==> config.mk <==
export PLATFORM = sky130hd
export DESIGN_NAME = regfile_param
export DESIGN_NICKNAME = d
export VERILOG_FILES = /design/src/rtl/regfile_param.sv
export SDC_FILE = /design/constraint.sdc
export NUM_CORES = 1
export LEC_CHECK = 0
export ABC_CLOCK_PERIOD_IN_PS = 2000
export BUFFER_PORTS_ARGS = -buffer_cell sky130_fd_sc_hd__buf_2
export CORE_MARGIN = 2
export CORE_UTILIZATION = 40
export DETAILED_ROUTE_END_ITERATION = 16
export GPL_TIMING_DRIVEN = 0
export PLACE_DENSITY = 0.8
export SYNTH_ARGS = -nofsm -noshare
export SYNTH_HDL_FRONTEND = slang
export SYNTH_SLANG_ARGS = --single-unit
==> constraint.sdc <==
create_clock -name clk -period 2 [get_ports clk]
set_clock_uncertainty 0.15 [all_clocks]
set_input_delay 0 -clock clk [delete_from_list [all_inputs] [get_ports clk]]
set_output_delay 0 -clock clk [all_outputs]
set_load 0.02 [all_outputs]
==> src/rtl/regfile_param.sv <==
// regfile_param: parametrised control/status register file.
//   NREG registers of DW bits, access type per register from REG_TYPE
//   (2 bits per register: 00=RW, 01=RO, 10=W1C, 11=RC).
//   Registered read data with rvalid strobe; out-of-range accesses raise err.
//   Optional feature macro: REGFILE_IRQ_EN adds an irq output and a mask
//   register at address NREG (bit0 = global interrupt enable).
module regfile_param #(
    parameter int              DW       = 8,
    parameter int              AW       = 8,
    parameter int              NREG     = 4,
    parameter logic [2*NREG-1:0] REG_TYPE = 8'b00_01_10_11,
    parameter logic [DW-1:0]   RST_VAL  = 8'hff
) (
    input  logic                 clk,
    input  logic                 rst,
    input  logic [AW-1:0]        addr,
    input  logic [DW-1:0]        wdata,
    input  logic                 wen,
    input  logic                 ren,
    output logic [DW-1:0]        rdata,
    output logic                 rvalid,
    output logic                 err,
`ifdef REGFILE_IRQ_EN
    output logic                 irq,
`endif
    input  logic [NREG*DW-1:0]   hw_ro,
    input  logic [NREG*DW-1:0]   hw_set,
    output logic [NREG*DW-1:0]   reg_q
);

    localparam logic [1:0] T_RW  = 2'b00;
    localparam logic [1:0] T_RO  = 2'b01;
    localparam logic [1:0] T_W1C = 2'b10;
    localparam logic [1:0] T_RC  = 2'b11;

`ifdef REGFILE_IRQ_EN
    localparam int NADDR = NREG + 1;
`else
    localparam int NADDR = NREG;
`endif

    localparam logic [AW:0] NADDR_V = (AW+1)'(NADDR);

    logic          in_range;
    logic [DW-1:0] rd_mux;

    // Only slices belonging to RO (hw_ro) or W1C/RC (hw_set) registers are
    // consumed; the reduction marks the remaining bits as intentionally idle.
    logic unused_hw_bits;
    assign unused_hw_bits = ^{hw_ro, hw_set};

    assign in_range = ({1'b0, addr} < NADDR_V);

    for (genvar i = 0; i < NREG; i++) begin : g_reg
        localparam logic [1:0] TYPE = REG_TYPE[2*i +: 2];

        logic          wen_hit;
        logic          ren_hit;
        logic [DW-1:0] q;

        assign wen_hit = wen && (addr == AW'(i));
        assign ren_hit = ren && (addr == AW'(i));
        assign reg_q[DW*i +: DW] = q;

        if (TYPE == T_RW) begin : g_rw
            // Plain read/write storage.
            always_ff @(posedge clk) begin
                if (rst)
                    q <= RST_VAL;
                else if (wen_hit)
                    q <= wdata;
            end
        end else if (TYPE == T_RO) begin : g_ro
            // Status mirror: samples the hardware value every cycle, host
            // writes have no effect.
            always_ff @(posedge clk) begin
                if (rst)
                    q <= '0;
                else
                    q <= hw_ro[DW*i +: DW];
            end
        end else if (TYPE == T_W1C) begin : g_w1c
            // Write-one-to-clear; a hardware set in the same cycle wins.
            always_ff @(posedge clk) begin
                if (rst)
                    q <= '0;
                else
                    q <= (q & ~(wen_hit ? wdata : '0)) | hw_set[DW*i +: DW];
            end
        end else begin : g_rc
            // Clear-on-read; the read returns the pre-clear value and a
            // hardware set in the same cycle survives.
            always_ff @(posedge clk) begin
                if (rst)
                    q <= '0;
                else
                    q <= (q & ~(ren_hit ? {DW{1'b1}} : '0)) | hw_set[DW*i +: DW];
            end
        end
    end

`ifdef REGFILE_IRQ_EN
    logic [DW-1:0] mask_q;
    logic          irq_src;

    // Interrupt mask register, host read/write at address NREG.
    always_ff @(posedge clk) begin
        if (rst)
            mask_q <= '0;
        else if (wen && (addr == AW'(NREG)))
            mask_q <= wdata;
    end

    // Any pending bit in a W1C or RC register is an interrupt source.
    always_comb begin
        irq_src = 1'b0;
        for (int i = 0; i < NREG; i++) begin
            if (REG_TYPE[2*i +: 2] == T_W1C || REG_TYPE[2*i +: 2] == T_RC)
                irq_src = irq_src | (|reg_q[DW*i +: DW]);
        end
    end

    // Registered interrupt, gated by the global enable bit.
    always_ff @(posedge clk) begin
        if (rst)
            irq <= 1'b0;
        else
            irq <= mask_q[0] & irq_src;
    end
`endif

    // Read mux over current register values; zero for unmapped addresses.
    always_comb begin
        rd_mux = '0;
        for (int i = 0; i < NREG; i++) begin
            if (addr == AW'(i))
                rd_mux = reg_q[DW*i +: DW];
        end
`ifdef REGFILE_IRQ_EN
        if (addr == AW'(NREG))
            rd_mux = mask_q;
`endif
    end

    // Host response: one-cycle read strobe and error strobe.
    always_ff @(posedge clk) begin
        if (rst) begin
            rdata  <= '0;
            rvalid <= 1'b0;
            err    <= 1'b0;
        end else begin
            rvalid <= ren;
            rdata  <= (ren && in_range) ? rd_mux : '0;
            err    <= (ren || wen) && !in_range;
        end
    end

endmodule
==> reports/metrics.yaml <==
status: "completed"
cell_count_of_the_worst_reg_to_reg_path: 2
p_switching_mw: 0.473
timing.final.ws_setup_ns: 0.212
worst_setup_sp: "rst"
worst-endpoint-required_ns: 2.04
post-route-period-util_pct: 89.4
seq_area_frac_synth_pct: 49.9
synth_cell_types: 22
startpoint_type: "input pin"
period_needed_ns: 1.79
cts.path.max_buffers: 2
endpoint: "err$_SDFF_PP0_"
cts_tree: "built"
first_iter_violations: 139
p_seq_share_pct: 43.7
sequential_cell_area_sq_um: 841
finalSetupTns_ns: 0
filler_cell_count: 326
intPower_mw: 1.57
groute.usage.overall_pct: 22.5
final_layout_size_suffix_gt1_share_pct: 36.1
placement.setup.worst_slack_ns: 0.152
element_type_at_the_critical_path_end: "register"
yosysWarningCount: 0
clock.fmax_mhz: 559
most_frequent_cells_in_the_layout: "sky130_fd_sc_hd__buf_2, sky130_fd_sc_hd__dfxtp_1, sky130_fd_sc_hd__dlygate4sd3_1"
cts_repair_resize_count: 0
routed_wirelength_mm: 5.01
tightest_slew_ns: 0.669
pwr_density_cell_nw_per_um2: 758
grt_start_max_net_pins: 14
syn-num-nets: 245
multi_input_area_sq_um: 739
remaining_drc_errors: 0
r2r_end: "rdata[0]$_SDFF_PP0_"
placementRows: 23
cts.sinks: 42
hold_path.class: "input pin to register"
dieWidth_microns: 68.9
power_switching_share_pct: 23.2
antenna_found_initial: 0
crit_arrival_ns: 1.83
timing.critical_path.fanout_max: 10
grt.overflow.total: 0
syn_inst: 161
layout.cells.most_common: "sky130_fd_sc_hd__buf_2"
boundaryPins: 126
clkSlewWorstSetupHoldPaths_ns: 0.08
design.final.nets: 374
detailedRoute.firstPassIterationCount: 4
gp_routability_congestion: 0.754
timing.max_cap.violations: 0
post_drt_wl_per_cell_microns: 14.7
hold-worst-slack_ns: 0.0138
post_drt_via_cell_ratio: 4.99
die-area_sq_um: 4750
vdd_ir_drop_max_uv: 503
cts_made_buffers: 5
initial_core_util_pct: 41.9
area_growth_synth_to_finish_pct: 59.6
die_y_microns: 68.9
critical_path.reg2reg.startpoint: "g_reg[3].q[0]$_SDFFE_PP1P_"
cellLeakagePower_nw: 1.24
worstSkewPairLatency_ns: 0.29
r2r_setup_slack_ns: 0.77
post-route-util_pct: 66.8
clock_power_share_pct: 40.8
synth.cell_area_sq_um: 1690
count_of_input_and_output_buffers: 84
critPathKind: "input pin to register"
grt_pass1_wl_mm: 7.51
synth_area_per_cell_sq_um: 10.5
final_setup_violation_count: 0
dpl.hpwl_mm: 3.20
vias: 1700
comb_power_share_pct: 15.5
cts-htree-levels: 2
hold_viol_final: 0
rsz0062_at_grt: "no"
placement.cell_area_sq_um: 2170
finalMaxSlewViolations: 0
max-slew-margin-rel_pct: 55.1
n_antenna_cell: 0
core_region_area_sq_um: 4030
layout.cell_area.non_filler_sq_um: 2690
ctsRootBufferMaster: "sky130_fd_sc_hd__clkbuf_8"
number_of_global_route_vias_before_repair: 1582
route.antenna.remaining_nets: 0
ys_ff_latch: 42
cells by family (layout without fill, tap and decap cells):
group                  Yosys count  in the layout  synth area share (%)
AND/OR/NAND/NOR                 44             44                  14.9
flip-flops                      42             42                  49.9
AO/OA/AOI/OAI                   33             33                  13.5
buffers and inverters           26            156                  6.31
multiplexers                    16             16                  15.4
metrics by stage:
stage / std cells / total power [mW]
6_report: 341 / 2.04
5_1_grt: 341 / 2.12
4_1_cts: 341 / 2.04
3_5_place_dp: 295 / 1.17
3_3_place_gp: 295 / 1.16
2_1_floorplan: 161 / 1.06
critical path: stages:
cell and delay (ns):
sky130_fd_sc_hd__dlygate4sd3_1 0.55, sky130_fd_sc_hd__buf_2 0.18, sky130_fd_sc_hd__clkbuf_1 0.44, sky130_fd_sc_hd__a211oi_1 0.08, sky130_fd_sc_hd__dlygate4sd3_1 0.58
what timing repair did:
item,in CTS,in global routing
setup buffers,0,0
hold endpoints to repair,34,0
hold buffers,38,0
worst min path at each step:
stage	from	end	slack [ns]	depth (start not counted)
final	addr[2]	rdata[6]$_SDFF_PP0_	0.01	4
after floorplan	rst	rvalid$_SDFF_PP0_	-0.07	1
after global routing	addr[2]	rdata[6]$_SDFF_PP0_	0.06	4
after global placement	wdata[1]	g_reg[1].q[1]$_SDFF_PP0_	0.05	2
after CTS	addr[2]	rdata[4]$_SDFF_PP0_	0.02	4
after detailed placement	wdata[0]	g_reg[1].q[0]$_SDFF_PP0_	0.05	2
metal layers:
metal	vias up	global-route usage, %	wire [microns]	share of wire, %
li1	824	-	-	-
met3	9	7.95	444	8.9
met1	784	27.8	2000	40
met2	83	36.2	2490	50
met5	-	0	0	0
met4	0	8.09	80	1.6
registers in the layout, summed over array words and instances (netlist names):
register,cells
err,1
g.q,32
rvalid,1
rdata,8
power by group through the flow:
stage	clock network [mW]	registers (mW)	logic (mW)
after detailed placement	0	0.912	0.256
final	0.832	0.893	0.317
after CTS	0.839	0.892	0.313
after global routing	0.884	0.898	0.343
after global placement	0	0.911	0.254
after floorplan	0	0.951	0.107
cell type report:
class	instances	area share [%]
multi-input combinational	93	27.5
sequential	42	31.2
timing repair buffer	122	29.7
clock inverter	2	2.23
tap	50	2.32
clock buffer	6	3.07
buffer	10	1.72
inverter	16	2.23
synth_stat cells:
cell | number | area [sq um]
sky130_fd_sc_hd__nor2b_1 | 17 | 106
sky130_fd_sc_hd__buf_2 | 1 | 5.00
sky130_fd_sc_hd__or4_1 | 1 | 7.51
sky130_fd_sc_hd__nand2b_1 | 1 | 6.26
sky130_fd_sc_hd__nand2_1 | 1 | 3.75
sky130_fd_sc_hd__or2_2 | 1 | 6.26
sky130_fd_sc_hd__o21bai_1 | 8 | 60.1
sky130_fd_sc_hd__mux2i_1 | 8 | 80.1
sky130_fd_sc_hd__nor4_1 | 1 | 6.26
sky130_fd_sc_hd__buf_6 | 1 | 11.3
sky130_fd_sc_hd__o41ai_1 | 8 | 70.1
sky130_fd_sc_hd__nand3_1 | 2 | 10.0
sky130_fd_sc_hd__nor2_1 | 18 | 67.6
sky130_fd_sc_hd__dfxtp_1 | 42 | 841
sky130_fd_sc_hd__a211oi_1 | 1 | 7.51
sky130_fd_sc_hd__a21oi_1 | 8 | 40.0
sky130_fd_sc_hd__nor4_4 | 1 | 21.3
sky130_fd_sc_hd__clkbuf_1 | 8 | 30.0
sky130_fd_sc_hd__mux4_2 | 8 | 180
sky130_fd_sc_hd__nor3_4 | 1 | 16.3
sky130_fd_sc_hd__inv_1 | 16 | 60.1
sky130_fd_sc_hd__a31oi_1 | 8 | 50.1
Note: power is estimated with default switching activity, not from simulation.
